==> config.mk <==
export PLATFORM = sky130hd
export DESIGN_NAME = prbs_popcount
export DESIGN_NICKNAME = d
export VERILOG_FILES = /design/src/rtl/prbs_popcount.sv
export SDC_FILE = /design/constraint.sdc
export NUM_CORES = 1
export LEC_CHECK = 0
export CORE_UTILIZATION = 30
export DETAILED_ROUTE_END_ITERATION = 10
export GPL_TIMING_DRIVEN = 0
export PLACE_DENSITY = 0.68
export SLEW_MARGIN = 20
export SYNTH_ARGS = -nofsm -noshare
export SYNTH_HDL_FRONTEND = slang
export SYNTH_SLANG_ARGS = --single-unit
==> constraint.sdc <==
create_clock -name vclk -period 8.15
set_input_delay 1.2225 -clock vclk [all_inputs]
set_output_delay 1.2225 -clock vclk [all_outputs]
set_load 0.01 [all_outputs]
==> src/rtl/prbs_popcount.sv <==
// Combinational population count of a WIDTH-bit vector.
module prbs_popcount #(
    parameter int WIDTH = 24,
    localparam int CW   = $clog2(WIDTH + 1)
) (
    input  logic [WIDTH-1:0] d,
    output logic [CW-1:0]    cnt
);

    always_comb begin
        cnt = '0;
        for (int i = 0; i < WIDTH; i++) begin
            cnt = cnt + CW'(d[i]);
        end
    end

endmodule

## After elaboration in Yosys (flattened, before gate mapping)

Index checks and enable logic that the tools add are counted.

- Register bits after elaboration: 0
- Latch bits: 0
- RAM bits: 0
- Memory bits (read-only): 0
- Bits of input ports: 24
- Output and inout port bits: 5
- Word-level logic and storage cells: 23
- Memories kept: 0

- $add $sub $neg: 23
- $mul: 0
- Divide/modulo/power cells: 0
- $lt $le $gt $ge: 0
- Eq/ne operators: 0
- Shifts and indexed selects: 0
- Mux-type cells: 0
- Bitwise logic cells: 0
- Reductions and logical operators: 0

Operators with widths:

| operator | count |
|---|---|
| adder 5 x 1 -> 5 bit | 19 |
| adder 4 x 1 -> 5 bit | 1 |
| adder 3 x 1 -> 4 bit | 1 |
| adder 2 x 1 -> 3 bit | 1 |
| adder 1 x 1 -> 2 bit | 1 |

## Longest topological paths before layout

Gate-level depths: netlist of run 1.

- Depth after elaboration: 23
- Gate-level depth with buffers: 13
- Depth with buffers taken out: 13

## Worst setup path after synthesis of run 1

Ideal clock, no wire load.

- Path type: input -> output
- Start point: in d[0]
- End point: out cnt[3]
- Data arrival time: 4.603 ns
- Data required time: 6.928 ns
- Setup slack: 2.324 ns
- Cell stages on the path: 13
- Buffers on the path: 0
- Cell sequence: inv_1 -> fa_1 -> fa_1 -> inv_1 -> fa_1 -> fa_1 -> inv_1 -> fa_1 -> inv_1 -> ha_1 -> a21o_1 -> a21oi_2 -> xnor2_1

- Cells in the longest elaborated chain, start to end: 23

Ends and longest elaborated chain:

| what | line | source |
|---|---|---|
| from (decl) | 6 | `input logic [WIDTH-1:0] d,` |
| adder 1 x 1 -> 2 bit | 13 | `cnt = cnt + CW'(d[i]);` |
| adder 2 x 1 -> 3 bit | 13 |  |
| adder 3 x 1 -> 4 bit | 13 |  |
| adder 4 x 1 -> 5 bit | 13 |  |
| adder 5 x 1 -> 5 bit (19 in series) | 13 |  |
| to (decl) | 7 | `output logic [CW-1:0] cnt` |

Every way passes these cells.

## Final worst setup path of run 1

Ends and elaborated chain as after synthesis.

==> metrics.txt, run 1 <==
fmax=145 MHz; crit-path leading delay family=adder cells; most frequent cells in the layout=inv_1, clkdlybuf4s50_1, fa_1; routability cong.=0.622; flip-flop and latch count=0; critical-path cell list=clkdlybuf4s50_1 -> inv_1 -> fa_1 -> fa_1 -> inv_1 -> fa_1 -> fa_1 -> inv_1 -> fa_1 -> inv_1 -> ha_1 -> a21o_1 -> a21oi_2 -> xnor2_1 -> clkdlybuf4s50_1; antenna violations before repair=0; syn nets=117; area grow syn2layout=52.5%; worst hold path cell count=3; fillers=200; pin count of the biggest net entering global routing=4; Crit Path Category=input pin to output port; Core Rows=16; clock buffer count=0; total gr overflow=0; headroom to the max-slew limit=90.8%; antenna-violating nets left=0; Buf/Inv on CP=6; Worst EP required=6930 ps; vias=475; dpl hpwl=886 µm; Final Hold Viols=0; initial core utilization=31.8%; CP Launch Type=input pin; slowest CP cell=fa_1; hold buffers post-CTS=0; port bufs=29; crit-path most repeated cell=fa_1; Resized cells post-CTS=0; fraction of layout cells with a size suffix above 1=1.01%; Vias/cell=3.77; stages on the worst setup path=15; crit path capture type=output port; outcome=complete, no violations; die area=2240 µm²; die width=47.3 µm; Hold Path Class=input pin to output port; WL per Instance=6.76 µm; Leakage Power=0.518 nW; Peak VDD IR=0.256 mV; post-CTS setup buffer count=0; commonest non-fill, non-tap cell in the layout=inv_1; warnings from Yosys=0; Final Max Tran Viols=0; Pwr Density=377 nW/µm²; Worst path max stage delay=590 ps; antenna cells=0; setup violators final=0; Final Critical Period=6900 ps; die span in y=47.3 µm; Worst EP arrival=5680 ps; Post-Synthesis Cells=70; Top Ports=29; vias in the first global route=462; setup tns final=0 ps; NumNets Final=148; period utilisation layout=84.6%; Post-Syn Area=617 µm²; MaxCap Viol Count=0; sequential fraction of the synthesis area=0%; Seq. cell area=0 µm²; Hold WS=3560 ps; DR pass1 iterations=2; Tot GR Track Use=9.47%; first-pass GRT wire length=1590 µm; RSZ-0062 raised after global routing=false; worst-path maximum fanout=2; Multi-input gate area=467 µm²; WL final=852 µm; post-synth cell types=9; DRT iter0 DRCs=1; Residual DRC=0; Synth Area per Inst=8.81 µm²; Slew @ Worst Pin=137 ps; CORE AREA=1940 µm²
cell type report:
class / count / area share (%)
multi-input cells: 30 / 49.6
well taps: 27 / 3.59
inverters: 40 / 16.0
repair buffers: 29 / 30.9
cells in the mapped netlist (all sizes together):
master / n / area share (%)
fa: 17 / 55
inv: 40 / 24
ha: 6 / 12
a21o: 1 / 1.2
o21ai: 1 / 0.81
xnor2: 2 / 2.8
nand2b: 1 / 1.0
nor2b: 1 / 1.0
a21oi: 1 / 1.4
routing by layer:
| metal | up-vias | wire (µm) | GRT usage, % |
|---|---|---|---|
| li1 | 237 | - | - |
| met1 | 223 | 293 | 11.8 |
| met2 | 15 | 501 | 19.2 |
| met3 | 0 | 58 | 0 |
| met4 | 0 | 0 | 0 |
| met5 | - | 0 | 0 |
report_power, final:
group,internal [mW],leakage (nW),switching (mW),total [mW]
sequential,0,0,0,0
combinational,0.201,0.518,0.154,0.355
clock,0,0,0,0
total,0.201,0.518,0.154,0.355
path summary, 6_finish.rpt:
path	slack [ps]	endpoint	startpoint
setup / recovery	1250	cnt[3]	d[0]
hold / removal	3560	cnt[0]	d[2]
stage by stage:
stage / setup slack [ps] / util (%) / area (µm²) / total power [mW] / cells
finish: 1250 / 48.5 / 941 / 0.355 / 126
global route: 997 / 48.5 / 941 / 0.403 / 126
CTS: 1210 / 48.5 / 941 / 0.365 / 126
detailed placement: 1200 / 48.5 / 941 / 0.364 / 126
global placement: 1270 / 48.5 / 941 / 0.356 / 126
floorplan: 2320 / - / 617 / 0.215 / 70
logic make-up after synthesis:
group | after synthesis | synth area share, %
buffers and inverters | 40 | 24.3
xor gates and xnor gates | 2 | 2.84
AOI/OAI and AO/OA | 3 | 3.45
adders and majority gates | 23 | 67.3
and+or+nand+nor | 2 | 2.03
(Power assumes the default switching activity.)
==> run 2, diff against run 1 <==
--- a/config.mk
+++ b/config.mk
@@ -8,7 +8,7 @@
 export CORE_UTILIZATION = 30
 export DETAILED_ROUTE_END_ITERATION = 10
 export GPL_TIMING_DRIVEN = 0
-export PLACE_DENSITY = 0.68
+export PLACE_DENSITY = 0.7
 export SLEW_MARGIN = 20
 export SYNTH_ARGS = -nofsm -noshare
 export SYNTH_HDL_FRONTEND = slang
==> constraint.sdc (replaced) <==
create_clock -name vclk -period 6.05
set_input_delay 0.9075 -clock vclk [all_inputs]
set_output_delay 0.9075 -clock vclk [all_outputs]
set_load 0.01 [all_outputs]
==> metrics.txt, run 2 (synthesis results as in run 1) <==
outcome=complete, no violations (unchanged); Worst EP arrival=4940 ps (was 5680 ps); crit-path most repeated cell=fa_1 (unchanged); Peak VDD IR=0.300 mV (was 0.256 mV); antenna violations before repair=0 (unchanged); vias in the first global route=476 (was 462); die span in y=47.3 µm (unchanged); antenna cells=0 (unchanged); CORE AREA=1940 µm² (unchanged); DRT iter0 DRCs=1 (unchanged); WL per Instance=7.40 µm (was 6.76 µm); initial core utilization=31.8% (unchanged); Pwr Density=466 nW/µm² (was 377 nW/µm²); antenna-violating nets left=0 (unchanged); post-CTS setup buffer count=0 (unchanged); dpl hpwl=975 µm (was 886 µm); Final Non-Filler Cells=126 (unchanged); Final Max Tran Viols=0 (unchanged); Hold EP=cnt[3] (was cnt[0]); WL final=933 µm (was 852 µm); RSZ-0062 raised after global routing=false (unchanged); Vias/cell=3.94 (was 3.77); slowest CP cell=fa_1 (unchanged); crit-path leading delay family=adder cells (unchanged); period utilisation layout=96.6%; MaxCap Viol Count=0 (unchanged); worst-path maximum fanout=2 (unchanged); met2 usage=20.3% (was 19.2%); vias=497 (was 475); total gr overflow=0 (unchanged); Core Rows=16 (unchanged); Tot GR Track Use=9.71% (was 9.47%); Leakage Power=0.520 nW (was 0.518 nW); Residual DRC=0 (unchanged); Seq. cell area=0 µm² (unchanged); Worst EP required=5140 ps (was 6930 ps); Crit Path Category=input pin to output port (unchanged); Hold Path Class=input pin to output port (unchanged); area grow syn2layout=51.3% (was 52.5%); fillers=203 (was 200); GR met1 Demand/Resource=11.5% (was 11.8%); DR pass1 iterations=4 (was 2); met3 GRT Util=0% (unchanged); die area=2240 µm² (unchanged); GRT busiest layer=met2 (unchanged); Worst Slack Setup Final=203 ps (was 1250 ps); CP Launch Type=input pin (unchanged); final instance area=933 µm² (was 941 µm²); setup violators final=0 (unchanged); critical-path cell list=clkdlybuf4s50_1 -> inv_1 -> fa_1 -> fa_1 -> fa_1 -> fa_1 -> fa_1 -> inv_1 -> ha_1 -> inv_1 -> fa_2 -> inv_1 -> dlygate4sd2_1 (was clkdlybuf4s50_1 -> inv_1 -> fa_1 -> fa_1 -> inv_1 -> fa_1 -> fa_1 -> inv_1 -> fa_1 -> inv_1 -> ha_1 -> a21o_1 -> a21oi_2 -> xnor2_1 -> clkdlybuf4s50_1); first-pass GRT wire length=1640 µm (was 1590 µm); fmax=171 MHz; Top Ports=29 (unchanged); pin count of the biggest net entering global routing=4 (unchanged); fraction of layout cells with a size suffix above 1=5.05% (was 1.01%); die width=47.3 µm (unchanged); commonest non-fill, non-tap cell in the layout=inv_1 (unchanged); DP Area=941 µm² (unchanged); flip-flop and latch count=0 (unchanged); port bufs=29 (unchanged); PnR Total Power=435 µW (was 355 µW); crit path capture type=output port (unchanged); clock buffer count=0 (unchanged); hold path start=d[2] (unchanged); worst hold path cell count=6 (was 3); Worst path max stage delay=550 ps (was 590 ps); Final Hold Viols=0 (unchanged); Final Critical Period=5850 ps; Setup WS pre-CTS=-294 ps (was 1200 ps); routability cong.=0.636 (was 0.622); stages on the worst setup path=13 (was 15); Buf/Inv on CP=6 (unchanged); Cells after DPL=126 (unchanged); NumNets Final=148 (unchanged); hold buffers post-CTS=0 (unchanged); Slew @ Worst Pin=148 ps (was 137 ps); most frequent cells in the layout=inv_1, clkdlybuf4s50_1, fa_1 (unchanged); headroom to the max-slew limit=90.1% (was 90.8%)
==> run 2: cell count changes in the layout (fill, tap and decap cells not counted) <==
| cell | previous run | this run |
|---|---|---|
| clkdlybuf4s50_1 | 29 | 25 |
| clkbuf_2 | 0 | 2 |
| dlygate4sd2_1 | 0 | 2 |
| fa_2 | 0 | 2 |
| fa_1 | 17 | 15 |
==> run 2: area by class of cell <==
type	instances	area (µm²)	area share (%)
tap	27	33.8	3.62
timing repair buffer	29	278	29.8
multi-input combinational	30	472	50.5
inverter	40	150	16.1
==> run 2: worst max path at each step <==
stage                     startpoint      to
final                          d[11]  cnt[1]
after global routing            d[0]  cnt[3]
after detailed placement        d[0]  cnt[3]
after CTS                       d[0]  cnt[3]
after global placement          d[0]  cnt[4]
after floorplan                 d[0]  cnt[3]
==> run 2: timing repair <==
| action | 4_1_cts | 5_1_grt |
|---|---|---|
| endpoints found under the setup margin | 4 | 3 |
| resized for setup | 5 | 5 |
| pin swaps | 0 | 3 |
==> run 2: per-stage QoR <==
| stage | hold slack [ps] | setup TNS, ps | util [%] |
|---|---|---|---|
| 2_1_floorplan | 1970 | 0 | - |
| 3_3_place_gp | 2920 | -532 | 48.5 |
| 3_5_place_dp | 2950 | -726 | 48.5 |
| 4_1_cts | 2950 | 0 | 48.3 |
| 5_1_grt | 2950 | 0 | 48.1 |
| 6_report | 2900 | 0 | 48.1 |
==> run 2: power breakdown <==
group	total (mW)	internal, mW	switching, mW
clock network	0	0	0
logic	0.435	0.223	0.212
registers	0	0	0
total	0.435	0.223	0.212
==> run 2: per-layer routing <==
layer	vias to the layer above	wire [µm]
li1	237	-
met5	-	0
met4	0	0
met1	245	324
met2	15	554
met3	0	54
